`config.mk`:
```
export PLATFORM = sky130hd
export DESIGN_NAME = wallace_seq8x8_ctrl
export DESIGN_NICKNAME = d
export VERILOG_FILES = /design/src/rtl/wallace_seq8x8_ctrl.sv
export SDC_FILE = /design/constraint.sdc
export NUM_CORES = 1
export LEC_CHECK = 0
export CAP_MARGIN = 10
export CORE_MARGIN = 10
export CORE_UTILIZATION = 55
export DETAILED_ROUTE_END_ITERATION = 10
export GPL_ROUTABILITY_DRIVEN = 0
export PLACE_DENSITY = 0.9
export SYNTH_ARGS = -nofsm -noshare
export SYNTH_HDL_FRONTEND = slang
export SYNTH_SLANG_ARGS = --single-unit
```
`constraint.sdc`:
```
create_clock -name clk -period 6.36 [get_ports clk]
set_input_delay 0.636 -clock clk [delete_from_list [all_inputs] [get_ports clk]]
set_output_delay 0.636 -clock clk [all_outputs]
set_load 0.02 [all_outputs]
```
`src/rtl/wallace_seq8x8_ctrl.sv`:
```
// Sequential 8x8 unsigned multiplier built from one 4x4 Wallace tree; optional WALLACE_ZERO_SKIP_EN.
// Latency: res_valid 4 clocks after accept (1 clock for zero operands when WALLACE_ZERO_SKIP_EN is set).
// Backpressure: one operation in flight; result held in DONE until res_ready, start_ready low meanwhile.

// 4x4 unsigned Wallace-tree multiplier.
// Latency: combinational.
// Backpressure: none.
module wallace_Multiplier (
    input  logic [3:0] a,
    input  logic [3:0] b,
    output logic [7:0] pro
);
    function automatic logic maj(input logic x, input logic y, input logic z);
        return (x & y) | (x & z) | (y & z);
    endfunction

    logic [3:0][3:0] p;
    logic s1, c1, s2, c2, s3a, c3a, s4a, c4a, s5a, c5a;
    logic u2, v2, u3, v3, u4, v4, u5, v5, u6, v6;
    logic [7:0] row_x, row_y;

    always_comb begin
        for (int i = 0; i < 4; i++)
            for (int j = 0; j < 4; j++)
                p[i][j] = a[i] & b[j];
    end

    // first layer: compress columns 1..5 of the partial-product matrix
    assign s1  = p[1][0] ^ p[0][1];
    assign c1  = p[1][0] & p[0][1];
    assign s2  = p[2][0] ^ p[1][1] ^ p[0][2];
    assign c2  = maj(p[2][0], p[1][1], p[0][2]);
    assign s3a = p[3][0] ^ p[2][1] ^ p[1][2];
    assign c3a = maj(p[3][0], p[2][1], p[1][2]);
    assign s4a = p[3][1] ^ p[2][2] ^ p[1][3];
    assign c4a = maj(p[3][1], p[2][2], p[1][3]);
    assign s5a = p[3][2] ^ p[2][3];
    assign c5a = p[3][2] & p[2][3];

    // second layer leaves at most two bits per column for the final adder
    assign u2 = s2 ^ c1;
    assign v2 = s2 & c1;
    assign u3 = s3a ^ p[0][3] ^ c2;
    assign v3 = maj(s3a, p[0][3], c2);
    assign u4 = s4a ^ c3a;
    assign v4 = s4a & c3a;
    assign u5 = s5a ^ c4a;
    assign v5 = s5a & c4a;
    assign u6 = p[3][3] ^ c5a;
    assign v6 = p[3][3] & c5a;

    assign row_x = {v6, u6, u5, u4, u3, u2, s1, p[0][0]};
    assign row_y = {1'b0, v5, v4, v3, v2, 3'b000};
    assign pro   = row_x + row_y;
endmodule

// 8x8 multiply controller: four 4x4 partial products accumulated over four MUL cycles.
// Latency: 4 clocks accept-to-res_valid (1 clock on zero operands with WALLACE_ZERO_SKIP_EN).
// Backpressure: res_valid held with stable product until res_ready; no new accept until IDLE.
module wallace_seq8x8_ctrl (
    input  logic        clk,
    input  logic        rst,
    input  logic        start_valid,
    output logic        start_ready,
    input  logic [7:0]  a,
    input  logic [7:0]  b,
    output logic        res_valid,
    input  logic        res_ready,
    output logic [15:0] product,
    output logic        busy
);
    typedef enum logic [1:0] {IDLE, MUL, DONE} state_t;

    state_t      state;
    logic [1:0]  step;
    logic [7:0]  op_a, op_b;
    logic [15:0] acc, partial, acc_next;
    logic [3:0]  mul_a, mul_b;
    logic [7:0]  mul_pro;

    wallace_Multiplier u_mul (
        .a   (mul_a),
        .b   (mul_b),
        .pro (mul_pro)
    );

    assign start_ready = (state == IDLE) && !rst;

    // multiplier inputs are forced to zero outside MUL so they never float to X
    always_comb begin
        mul_a   = 4'h0;
        mul_b   = 4'h0;
        partial = 16'h0000;
        if (state == MUL) begin
            case (step)
                2'd0: begin mul_a = op_a[3:0]; mul_b = op_b[3:0]; partial = {8'h00, mul_pro};      end
                2'd1: begin mul_a = op_a[7:4]; mul_b = op_b[3:0]; partial = {8'h00, mul_pro} << 4; end
                2'd2: begin mul_a = op_a[3:0]; mul_b = op_b[7:4]; partial = {8'h00, mul_pro} << 4; end
                default: begin mul_a = op_a[7:4]; mul_b = op_b[7:4]; partial = {8'h00, mul_pro} << 8; end
            endcase
        end
        acc_next = acc + partial;
    end

    always_ff @(posedge clk) begin
        if (rst) begin
            state     <= IDLE;
            step      <= 2'd0;
            acc       <= 16'h0000;
            product   <= 16'h0000;
            res_valid <= 1'b0;
            busy      <= 1'b0;
            op_a      <= 8'h00;
            op_b      <= 8'h00;
        end else begin
            case (state)
                IDLE: begin
                    if (start_valid) begin
                        op_a <= a;
                        op_b <= b;
                        acc  <= 16'h0000;
                        step <= 2'd0;
                        busy <= 1'b1;
`ifdef WALLACE_ZERO_SKIP_EN
                        if (a == 8'h00 || b == 8'h00) begin
                            state   <= DONE;
                            product <= 16'h0000;
                        end else begin
                            state <= MUL;
                        end
`else
                        state <= MUL;
`endif
                    end
                end
                MUL: begin
                    acc  <= acc_next;
                    step <= step + 2'd1;
                    if (step == 2'd3) begin
                        state     <= DONE;
                        product   <= acc_next;
                        res_valid <= 1'b1;
                    end
                end
                DONE: begin
                    if (res_valid && res_ready) begin
                        state     <= IDLE;
                        res_valid <= 1'b0;
                        busy      <= 1'b0;
                    end
`ifdef WALLACE_ZERO_SKIP_EN
                    // zero-skip enters DONE straight from accept; raise res_valid one clock later
                    else if (!res_valid) begin
                        res_valid <= 1'b1;
                    end
`endif
                end
                default: state <= IDLE;
            endcase
        end
    end
endmodule

```
==> results of run 1 <==
[area by class of cell]
cell class                 count  area [sq um]  area share, %
inverter                      13          48.8           1.23
timing repair buffer          40           395           10.0
clock inverter                 3          68.8           1.74
clock buffer                   5          68.8           1.74
multi-input combinational    322          2200           55.6
tap                           75          93.8           2.37
sequential                    54          1080           27.3
[layer usage]
metal / global-route usage (%) / vias to the layer above / routed length (um)
met3: 3.07 / 17 / 365
met2: 27.6 / 62 / 3900
met1: 18.6 / 1417 / 3450
li1: - / 1479 / -
met4: 6.06 / 0 / 163
met5: 0 / - / 0
[power by group through the flow]
stage / sequential (mW) / combinational [mW] / clock [mW]
2_1_floorplan: 0.374 / 0.102 / 0
3_3_place_gp: 0.372 / 0.144 / 0
3_5_place_dp: 0.373 / 0.151 / 0
4_1_cts: 0.366 / 0.154 / 0.277
5_1_grt: 0.368 / 0.169 / 0.286
6_report: 0.366 / 0.154 / 0.276
[flip-flops by register name (all words and copies together) (netlist names)]
register / count
op_b: 8
res_valid: 1
state: 2
busy: 1
step: 2
product: 16
acc: 16
op_a: 8
[final timing paths]
kind / from / end / slack, ns / cells past startpoint
max reg2reg: step[0] / product[14] / 0.53 / 26
min reg2reg: product[4] / product[4] / 0.46 / 2
min: product[4] / product[4] / 0.46 / 2
max: step[0] / product[14] / 0.53 / 26
[through the flow]
step | utilization [%] | hold slack (ns) | total power, mW | instance area [sq um] | instances
after floorplan | - | 0.433 | 0.476 | 3410 | 410
after global placement | 64.1 | 0.443 | 0.516 | 3820 | 504
after detailed placement | 64.1 | 0.446 | 0.524 | 3820 | 504
after CTS | 66.4 | 0.460 | 0.797 | 3960 | 512
after global routing | 66.4 | 0.483 | 0.823 | 3960 | 512
final | 66.4 | 0.458 | 0.796 | 3960 | 512
[placed cells by master (no fill, tap or decap), types with 5 or more instances in the layout]
cell,synthesis,routed
sky130_fd_sc_hd__clkdlybuf4s50_1,0,38
sky130_fd_sc_hd__dfxtp_1,54,54
sky130_fd_sc_hd__nand2_1,67,67
sky130_fd_sc_hd__ha_1,33,33
sky130_fd_sc_hd__and3_1,5,5
sky130_fd_sc_hd__fa_1,6,6
sky130_fd_sc_hd__nor2_1,42,42
sky130_fd_sc_hd__a22oi_1,16,16
sky130_fd_sc_hd__inv_1,13,13
sky130_fd_sc_hd__mux2_2,8,8
sky130_fd_sc_hd__a21o_1,10,10
sky130_fd_sc_hd__nor2b_1,12,12
sky130_fd_sc_hd__a21oi_1,42,42
sky130_fd_sc_hd__clkbuf_8,0,5
sky130_fd_sc_hd__xor2_1,6,6
sky130_fd_sc_hd__nand3_1,6,6
sky130_fd_sc_hd__and2_1,6,6
sky130_fd_sc_hd__a22o_1,9,9
sky130_fd_sc_hd__xnor2_1,10,10
[worst max-delay path, cell delays in order (launching register included)]
cell and delay (ns):
sky130_fd_sc_hd__dfxtp_1 0.38, sky130_fd_sc_hd__inv_1 0.11, sky130_fd_sc_hd__ha_1 0.28, sky130_fd_sc_hd__nor2_1 0.31, sky130_fd_sc_hd__mux2_2 0.41, sky130_fd_sc_hd__nand2_1 0.13, sky130_fd_sc_hd__nor2_1 0.09, sky130_fd_sc_hd__fa_1 0.44
sky130_fd_sc_hd__inv_1 0.08, sky130_fd_sc_hd__fa_1 0.40, sky130_fd_sc_hd__inv_1 0.08, sky130_fd_sc_hd__ha_1 0.17, sky130_fd_sc_hd__inv_1 0.07, sky130_fd_sc_hd__fa_1 0.41, sky130_fd_sc_hd__nor2b_1 0.12, sky130_fd_sc_hd__o21ai_0 0.15
sky130_fd_sc_hd__and2_1 0.23, sky130_fd_sc_hd__xnor2_1 0.15, sky130_fd_sc_hd__a22oi_1 0.16, sky130_fd_sc_hd__nor2_1 0.06, sky130_fd_sc_hd__ha_1 0.35, sky130_fd_sc_hd__a21o_1 0.21, sky130_fd_sc_hd__a31oi_1 0.19, sky130_fd_sc_hd__o21ai_2 0.11
sky130_fd_sc_hd__a311oi_2 0.29, sky130_fd_sc_hd__xnor2_1 0.12, sky130_fd_sc_hd__a22o_1 0.22
[kinds of logic (layout without fill, tap and decap cells)]
logic type	Yosys count	after routing
AO/OA/AOI/OAI	106	106
XOR/XNOR	16	16
adder cells (fa/ha/maj)	39	39
buffers and inverters	34	61
flip-flops	54	54
multiplexers	10	10
AND/OR/NAND/NOR	151	151
==> results.txt, run 1 <==
----------------------------------------------------
[Placement]
  HPWL reported at the end of detailed placement ... 5840 um
  Minimum setup slack after placement ... 0.681 ns
  Quantity of I/O buffers inserted on ports ... 38

[CTS]
  CTS Buf Count ... 5
  CTS Hold Buffers Added ... 0
  Post-CTS repair timing setup buffer count ... 0
  Bufs on Longest Clock Path ... 2
  Clock latency of the later-clocked register in the worst-skew pair ... 0.31 ns
  Cell at the root of the clock tree ... sky130_fd_sc_hd__clkbuf_8
  CTS clk-pin slew, worst paths ... 0.10 ns
  CTS-repair resized insts ... 0
  Total number of H-tree levels ... 2
  Sink count of the clock tree ... 54
  CTS tree ... done

[Layout]
  Share of cells above drive strength 1 ... 6.18%
  Layout overhead on the synthesized area ... 16.0%
  Diodes inserted ... 0
  Count of nets after finishing ... 495
  Count of filler cells inserted in the layout ... 488

[Yosys]
  Netlist Area Pre-Place ... 3410 sq um
  Syn avg cell area ... 8.31 sq um
  Area contributors post-synth ... sky130_fd_sc_hd__dfxtp_1 32%, sky130_fd_sc_hd__ha_1 12%, sky130_fd_sc_hd__nand2_1 7.4%
  Xor and xnor fraction of the mapped netlist area ... 4.11%
  Number of synthesized flops with an enable pin ... 0
  Commonest cells post-synth ... 67 x sky130_fd_sc_hd__nand2_1, 54 x sky130_fd_sc_hd__dfxtp_1, 42 x sky130_fd_sc_hd__a21oi_1, 42 x sky130_fd_sc_hd__nor2_1, 33 x sky130_fd_sc_hd__ha_1
  Adder-Cell Fraction of Synth Area ... 15.6%
  Multiplexer share of the synthesized area ... 3.23%
  Fraction of the mapped netlist area in compound gates ... 22.0%
  Simple-gate share of the synthesized area ... 19.5%
  Async set or reset register ratio after synthesis ... 0%
  Prevailing post-synth register cell ... sky130_fd_sc_hd__dfxtp_1
  Number of warning messages in the yosys log ... 0
  Share of the yosys chip area belonging to registers ... 31.7%
  Area share of the leading cell type in the synthesized netlist ... 31.7%
  Synthesized Nets ... 469
  Leading area contributor after synthesis ... sky130_fd_sc_hd__dfxtp_1
  Combinational family with the most area after synthesis ... compound AO/OA/AOI/OAI gates
  Cell count after synthesis ... 410
  Post-synthesis register bit count ... 54
  Top-count cell post-synth ... sky130_fd_sc_hd__nand2_1
  Count of unique library cells instantiated by Yosys ... 50

[Setup path]
  Worst Setup End Kind ... register
  Required time at the worst-slack endpoint ... 6.57 ns
  Start-to-end type of the worst setup path ... reg2reg
  Critical-path maximum fanout ... 6
  Type of element launching the critical path ... register
  Arrival time of data at the critical path endpoint ... 6.04 ns

[Route]
  Via-to-Cell Ratio ... 5.81
  Number of vias after detailed routing ... 2975
  Number of iterations in the first detailed-routing pass ... 5
  Residual antenna-violating net count after detailed routing ... 0
  Final wirelength ... 7880 um
  DRC marker count from the first detailed-route iteration ... 191
  Post-detailed-route wirelength per cell ... 15.4 um
  DRC violations left ... 0

[Floorplanning]
  Cell row count ... 28
  Initial core utilization ... 57.2%
  I/O pin count ... 39
  Die span in y ... 98.7 um
  Placeable core region ... 5960 sq um
  Overall die area ... 9750 sq um
  Die extent in x ... 98.7 um

[Timing]
  Peak clock frequency supported by timing ... 0.172 GHz
  RSZ-0062 raised after global routing ... false
  Final critical-path share of the clock period ... 91.7%
  Setup clock skew after layout ... 0.0110 ns
  Max-slew violation count ... 0
  Final hold violation count ... 0
  Worst-case setup margin in the final layout ... 0.530 ns
  Worst Tran Pin Value ... 0.744 ns
  Summed negative setup slack over all endpoints ... 0 ns
  Final setup viols ... 0
  Max-slew headroom at the worst pin ... 50.4%
  Tmin final ... 5.83 ns

[Global routing]
  Largest net degree at the start of global routing ... 50
  Number of antenna violations at the first check in global routing ... 0
  Overflow after GRT ... 0
  Overall Global Routing Usage ... 15.8%
  Vias in the first global route ... 3029
  Wire length of the first global-routing pass ... 13500 um

[Power]
  Share of total power in combinational logic ... 19.4%
  Leakage power ... 1.70 nW
  Pwr/cell area ... 201 nW/um^2
  Int Pwr ... 571 uW
  Switching share of power ... 28.2%
  Largest voltage drop on the vdd net ... 0.154 mV
  Sequential share of power ... 46.0%
  Part of the power in the clock network ... 34.6%
  Psw ... 225 uW

[Hold path]
  Class of the tightest hold or removal check ... reg2reg

[Job]
  Count of maximum capacitance violations ... 0

[Run status]
  Status ... finished clean

----------------------------------------------------
Note: power is estimated with default switching activity, not from simulation.
==> inputs of run 2 (changes only) <==
- CORE_UTILIZATION: 55 -> 40
- PLACE_DENSITY: 0.9 -> 0.72
==> run 2 against run 1 <==
Compared with the run above: critical path depth stayed put; sequential share of layout area increased by 0.061 points; combinational power barely moved; cell count up 5.9%; global-route usage down 3.6 points; die area is 29% higher; largest cell class unchanged.
==> results.txt, run 2 (synthesis gave the netlist of run 1 again) <==
----------------------------------------------------
[Run status]
  Status ... finished clean (unchanged)

[Job]
  Count of maximum capacitance violations ... 0 (unchanged)

[Floorplanning]
  I/O pin count ... 39 (unchanged)
  Initial core utilization ... 41.3% (was 57.2%)
  Die span in y ... 112 um (was 98.7 um)
  Die extent in x ... 112 um (was 98.7 um)
  Cell row count ... 33 (was 28)
  Overall die area ... 12600 sq um (was 9750 sq um)
  Placeable core region ... 8260 sq um (was 5960 sq um)

[Setup path]
  Critical-path maximum fanout ... 6 (unchanged)
  Required time at the worst-slack endpoint ... 6.58 ns (was 6.57 ns)
  Worst Setup End Kind ... register (unchanged)
  Worst R2R Path Depth ... 26 (unchanged)
  Arrival time of data at the critical path endpoint ... 6.02 ns (was 6.04 ns)
  Type of element launching the critical path ... register (unchanged)
  Start-to-end type of the worst setup path ... reg2reg (unchanged)

[CTS]
  CTS Buf Count ... 5 (unchanged)
  Cell at the root of the clock tree ... sky130_fd_sc_hd__clkbuf_8 (unchanged)
  Bufs on Longest Clock Path ... 2 (unchanged)
  Clock latency of the later-clocked register in the worst-skew pair ... 0.31 ns (about the same)
  Total number of H-tree levels ... 2 (unchanged)
  CTS Hold Buffers Added ... 0 (unchanged)
  CTS clk-pin slew, worst paths ... 0.10 ns (about the same)
  Sink count of the clock tree ... 54 (unchanged)
  CTS-repair resized insts ... 0 (unchanged)
  Post-CTS repair timing setup buffer count ... 0 (unchanged)
  CTS tree ... done (unchanged)

[Power]
  Total power draw ... 718 uW (was 796 uW)
  Pwr/cell area ... 182 nW/um^2 (was 201 nW/um^2)
  Largest voltage drop on the vdd net ... 0.0744 mV (was 0.154 mV)
  Leakage power ... 1.68 nW (was 1.70 nW)

[Layout]
  Area occupied by multi-input gates ... 2200 sq um (unchanged)
  Regs by FF count ... acc (16), product (16) (unchanged)
  Post-route cell area ... 3950 sq um (was 3960 sq um)
  Share of cells above drive strength 1 ... 5.95% (was 6.18%)
  Count of filler cells inserted in the layout ... 816 (was 488)
  Area taken by flip-flops and latches ... 1080 sq um (unchanged)
  Layout overhead on the synthesized area ... 15.8% (was 16.0%)
  Count of nets after finishing ... 495 (unchanged)
  Most frequent cells in the layout ... 67 x sky130_fd_sc_hd__nand2_1, 54 x sky130_fd_sc_hd__dfxtp_1, 42 x sky130_fd_sc_hd__nor2_1, 42 x sky130_fd_sc_hd__a21oi_1, 38 x sky130_fd_sc_hd__clkdlybuf4s50_1 (unchanged)
  Diodes inserted ... 0 (unchanged)
  Most frequent standard cell in the layout excluding fill and tap cells ... sky130_fd_sc_hd__nand2_1 (unchanged)

[Global routing]
  Vias in the first global route ... 2948 (was 3029)
  Largest net degree at the start of global routing ... 50 (unchanged)
  Overall Global Routing Usage ... 12.3% (was 15.8%)
  Number of antenna violations at the first check in global routing ... 0 (unchanged)
  Wire length of the first global-routing pass ... 13600 um (was 13500 um)
  Overflow after GRT ... 0 (unchanged)

[Route]
  Number of vias after detailed routing ... 2910 (was 2975)
  DRC violations left ... 0 (unchanged)
  Via-to-Cell Ratio ... 5.37 (was 5.81)
  Final wirelength ... 7600 um (was 7880 um)
  Post-detailed-route wirelength per cell ... 14.0 um (was 15.4 um)
  DRC marker count from the first detailed-route iteration ... 182 (was 191)
  Number of iterations in the first detailed-routing pass ... 4 (was 5)
  Residual antenna-violating net count after detailed routing ... 0 (unchanged)

[Timing]
  Max-slew violation count ... 0 (unchanged)
  Final setup viols ... 0 (unchanged)
  Max-slew headroom at the worst pin ... 51.8% (was 50.4%)
  Worst Tran Pin Value ... 0.723 ns (was 0.744 ns)
  Final hold slack ... 0.459 ns (was 0.458 ns)
  Final critical-path share of the clock period ... 91.2% (was 91.7%)
  RSZ-0062 raised after global routing ... false (unchanged)
  Summed negative setup slack over all endpoints ... 0 ns (unchanged)
  Tmin final ... 5.80 ns (was 5.83 ns)
  Setup clock skew after layout ... 0.0103 ns (was 0.0110 ns)
  Final hold violation count ... 0 (unchanged)
  Peak clock frequency supported by timing ... 0.172 GHz (about the same)
  Worst-case setup margin in the final layout ... 0.558 ns (was 0.530 ns)

[Hold path]
  Class of the tightest hold or removal check ... reg2reg (unchanged)
  WHS Path Cells ... 2 (unchanged)

[Placement]
  HPWL reported at the end of detailed placement ... 5710 um (was 5840 um)
  Instance area at placement ... 3850 sq um (was 3820 sq um)
  Minimum setup slack after placement ... 0.677 ns (was 0.681 ns)
  Quantity of I/O buffers inserted on ports ... 38 (unchanged)

----------------------------------------------------
[run 2: cell types whose count changed in the layout (fill, tap and decap cells not counted), sizes merged]
cell    previous run  this run
bufinv             2         0
clkbuf             5         7
[run 2: power by group]
part	internal, mW	total (mW)	switching (mW)
Combinational	0.0581	0.151	0.0925
Clock	0.0882	0.202	0.114
Sequential	0.355	0.366	0.0105
[run 2: final timing paths]
path,from,end,slack [ns]
max,step[0],product[14],0.56
min,product[4],product[4],0.46
max reg2reg,step[0],product[14],0.56
min reg2reg,product[4],product[4],0.46
[run 2: metrics by stage]
stage | util [%] | instances
4_1_cts | 47.8 | 542
2_1_floorplan | - | 410
6_report | 47.8 | 542
3_5_place_dp | 46.7 | 534
3_3_place_gp | 46.7 | 534
5_1_grt | 47.8 | 542
[run 2: worst max-delay path, stage by stage, from the launching register on]
cell	delay [ns]
sky130_fd_sc_hd__dfxtp_1	0.38
sky130_fd_sc_hd__inv_1	0.11
sky130_fd_sc_hd__ha_1	0.28
sky130_fd_sc_hd__nor2_1	0.32
sky130_fd_sc_hd__mux2_2	0.39
sky130_fd_sc_hd__nand2_1	0.12
sky130_fd_sc_hd__nor2_1	0.09
sky130_fd_sc_hd__fa_1	0.41
sky130_fd_sc_hd__inv_1	0.07
sky130_fd_sc_hd__fa_1	0.40
sky130_fd_sc_hd__inv_1	0.06
sky130_fd_sc_hd__ha_1	0.16
sky130_fd_sc_hd__inv_1	0.06
sky130_fd_sc_hd__fa_1	0.40
sky130_fd_sc_hd__nor2b_1	0.13
sky130_fd_sc_hd__o21ai_0	0.15
sky130_fd_sc_hd__and2_1	0.22
sky130_fd_sc_hd__xnor2_1	0.22
sky130_fd_sc_hd__a22oi_1	0.10
sky130_fd_sc_hd__nor2_1	0.13
sky130_fd_sc_hd__ha_1	0.31
sky130_fd_sc_hd__a21o_1	0.22
sky130_fd_sc_hd__a31oi_1	0.23
sky130_fd_sc_hd__o21ai_2	0.13
sky130_fd_sc_hd__a311oi_2	0.28
sky130_fd_sc_hd__xnor2_1	0.13
sky130_fd_sc_hd__a22o_1	0.21
[run 2: layer usage]
layer	track usage [%]	part of all wire [%]	vias up
met4	4.23	1.9	0
met5	0	0	-
met3	2.18	3.9	11
met2	20.4	48	55
li1	-	-	1480
met1	15.6	47	1364
[run 2: cell type report]
cell class              count  area share [%]
repair buffers             40            10.0
well taps                 105            3.33
multi-input cells         322            55.7
inverters                  13            1.24
clock buffers               7            2.19
flip-flops and latches     54            27.4
clock inverters             1           0.127
==> inputs of run 3 (changes only) <==
- GPL_TIMING_DRIVEN: unset -> 0
- PLACE_DENSITY: 0.72 -> 0.71
==> run 3 against run 2 <==
Compared with the run above: setup slack worse by 0.032 ns; sequential cell count unchanged; cell count up 3.5%; routed wire length up 7.0%; sequential power about the same; core utilization up 0.80 points; sequential share of layout area down 0.45 points; clock skew down 0.0012 ns; critical path depth down 1; register-to-register slack worse by 0.03 ns; largest power group unchanged.
==> results.txt, run 3 (synthesis gave the netlist of run 1 again) <==
----------------------------------------------------
[Run status]
  Status ... finished clean (unchanged)

[Layout]
  Area taken by flip-flops and latches ... 1080 sq um (unchanged)
  Share of cells above drive strength 1 ... 5.70% (was 5.95%)
  Count of nets after finishing ... 514 (was 495)
  Diodes inserted ... 0 (unchanged)
  Most frequent standard cell in the layout excluding fill and tap cells ... sky130_fd_sc_hd__nand2_1 (unchanged)
  Layout overhead on the synthesized area ... 17.7% (was 15.8%)
  Count of filler cells inserted in the layout ... 844 (was 816)
  Post-route cell area ... 4010 sq um (was 3950 sq um)
  Area occupied by multi-input gates ... 2200 sq um (unchanged)
  Most frequent cells in the layout ... 67 x sky130_fd_sc_hd__nand2_1, 54 x sky130_fd_sc_hd__dfxtp_1, 42 x sky130_fd_sc_hd__nor2_1, 42 x sky130_fd_sc_hd__a21oi_1, 38 x sky130_fd_sc_hd__clkdlybuf4s50_1 (unchanged)
  Regs by FF count ... acc (16), product (16) (unchanged)
  Post-layout util ... 48.6% (was 47.8%)
  Count of non-filler cells in the finished layout ... 561 (was 542)

[Setup path]
  Critical-path maximum fanout ... 6 (unchanged)
  Required time at the worst-slack endpoint ... 6.57 ns (was 6.58 ns)
  Worst Setup End Kind ... register (unchanged)
  Type of element launching the critical path ... register (unchanged)
  Critical-path cell with the highest stage delay ... sky130_fd_sc_hd__a2111oi_2 (was sky130_fd_sc_hd__fa_1)
  Arrival time of data at the critical path endpoint ... 6.05 ns (was 6.02 ns)
  Cell seen most often among critical-path stages ... sky130_fd_sc_hd__inv_1 (unchanged)
  Start-to-end type of the worst setup path ... reg2reg (unchanged)
  Worst R2R Path Depth ... 25 (was 26)
  Max incr delay on CP ... 0.47 ns (was 0.41 ns)

[Floorplanning]
  Die span in y ... 112 um (unchanged)
  Overall die area ... 12600 sq um (unchanged)
  Cell row count ... 33 (unchanged)
  Die extent in x ... 112 um (unchanged)
  Placeable core region ... 8260 sq um (unchanged)
  Initial core utilization ... 41.3% (unchanged)
  I/O pin count ... 39 (unchanged)

[Power]
  Leakage power ... 1.70 nW (was 1.68 nW)
  Largest voltage drop on the vdd net ... 0.0911 mV (was 0.0744 mV)
  Pwr/cell area ... 181 nW/um^2 (was 182 nW/um^2)

[Timing]
  RSZ-0062 raised after global routing ... false (unchanged)
  Worst Tran Pin Value ... 0.576 ns (was 0.723 ns)
  Final hold violation count ... 0 (unchanged)
  Setup clock skew after layout ... 0.00902 ns (was 0.0103 ns)
  Final critical-path share of the clock period ... 91.7% (was 91.2%)
  Tmin final ... 5.83 ns (was 5.80 ns)
  Max-slew headroom at the worst pin ... 61.6% (was 51.8%)
  Peak clock frequency supported by timing ... 0.171 GHz (was 0.172 GHz)
  Final hold slack ... 0.457 ns (was 0.459 ns)
  Max-slew violation count ... 0 (unchanged)
  Final setup viols ... 0 (unchanged)
  Summed negative setup slack over all endpoints ... 0 ns (unchanged)

[Global routing]
  Largest net degree at the start of global routing ... 16 (was 50)
  Wire length of the first global-routing pass ... 14300 um (was 13600 um)
  Vias in the first global route ... 3064 (was 2948)
  Number of antenna violations at the first check in global routing ... 0 (unchanged)
  Overflow after GRT ... 0 (unchanged)
  Overall Global Routing Usage ... 13.2% (was 12.3%)

[Route]
  Number of iterations in the first detailed-routing pass ... 4 (unchanged)
  DRC violations left ... 0 (unchanged)
  Via-to-Cell Ratio ... 5.33 (was 5.37)
  Final wirelength ... 8140 um (was 7600 um)
  Number of vias after detailed routing ... 2988 (was 2910)
  DRC marker count from the first detailed-route iteration ... 219 (was 182)
  Post-detailed-route wirelength per cell ... 14.5 um (was 14.0 um)
  Residual antenna-violating net count after detailed routing ... 0 (unchanged)

[CTS]
  Bufs on Longest Clock Path ... 2 (unchanged)
  CTS tree ... done (unchanged)
  CTS Buf Count ... 5 (unchanged)
  CTS clk-pin slew, worst paths ... 0.10 ns (about the same)
  Cell at the root of the clock tree ... sky130_fd_sc_hd__clkbuf_8 (unchanged)
  Sink count of the clock tree ... 54 (unchanged)
  Total number of H-tree levels ... 2 (unchanged)
  CTS Hold Buffers Added ... 0 (unchanged)
  Post-CTS repair timing setup buffer count ... 0 (unchanged)
  Clock latency of the later-clocked register in the worst-skew pair ... 0.31 ns (about the same)

[Placement]
  HPWL reported at the end of detailed placement ... 6390 um (was 5710 um)
  Instance area at placement ... 3920 sq um (was 3850 sq um)
  Dpl cells ... 553 (was 534)
  Quantity of I/O buffers inserted on ports ... 38 (unchanged)

[Hold path]
  Class of the tightest hold or removal check ... reg2reg (unchanged)
  WHS Path Cells ... 2 (unchanged)

[Job]
  Count of maximum capacitance violations ... 0 (unchanged)

----------------------------------------------------
-- run 3: critical path, delay by kind of cell, from the launching register on --
family	cells	cell delay (ns)
AO/OA/AOI/OAI	5	1.18
XOR/XNOR	2	0.36
adder cells (fa/ha/maj)	6	2.03
buffers and inverters	4	0.32
flip-flops	1	0.39
multiplexers	1	0.40
AND/OR/NAND/NOR	7	1.05
-- run 3: layout make-up --
cell class | instances | share of cell area, %
Clock buffer | 7 | 2.15
Tap cell | 105 | 3.27
Buffer | 21 | 2.03
Inverter | 13 | 1.22
Sequential cell | 54 | 26.9
Clock inverter | 1 | 0.125
Timing Repair Buffer | 38 | 9.48
Multi-Input combinational cell | 322 | 54.8
-- run 3: report_power, final --
group | leakage, nW | internal, mW | switching (mW)
registers | 0.438 | 0.355 | 0.0106
clock network | 0.0482 | 0.0883 | 0.116
logic | 1.22 | 0.0603 | 0.0972
-- run 3: worst paths after layout --
path	start	endpoint	slack, ns
worst max-delay path	step[0]	acc[15]	0.53
worst min-delay path	product[9]	product[9]	0.46
worst max register to register	step[0]	acc[15]	0.53
worst min register to register	product[9]	product[9]	0.46
-- run 3: repair_timing --
action                     4_1_cts  5_1_grt
setup endpoints to repair        0        3
gates resized for setup          0        2
hold endpoints to repair         0        0
-- run 3: layer usage --
| metal | part of all wire (%) | GRT usage (%) | vias up |
|---|---|---|---|
| met5 | 0 | 0 | - |
| met4 | 1.4 | 4.15 | 0 |
| met3 | 4.0 | 2.50 | 8 |
| met1 | 46 | 16.7 | 1415 |
| met2 | 48 | 21.8 | 44 |
| li1 | - | - | 1521 |
-- run 3: per-stage QoR --
stage          power (mW)  worst slack (ns)
2_1_floorplan       0.476              1.20
3_3_place_gp        0.526             0.655
3_5_place_dp        0.531             0.560
4_1_cts             0.732             0.504
5_1_grt             0.769            0.0224
6_report            0.727             0.526
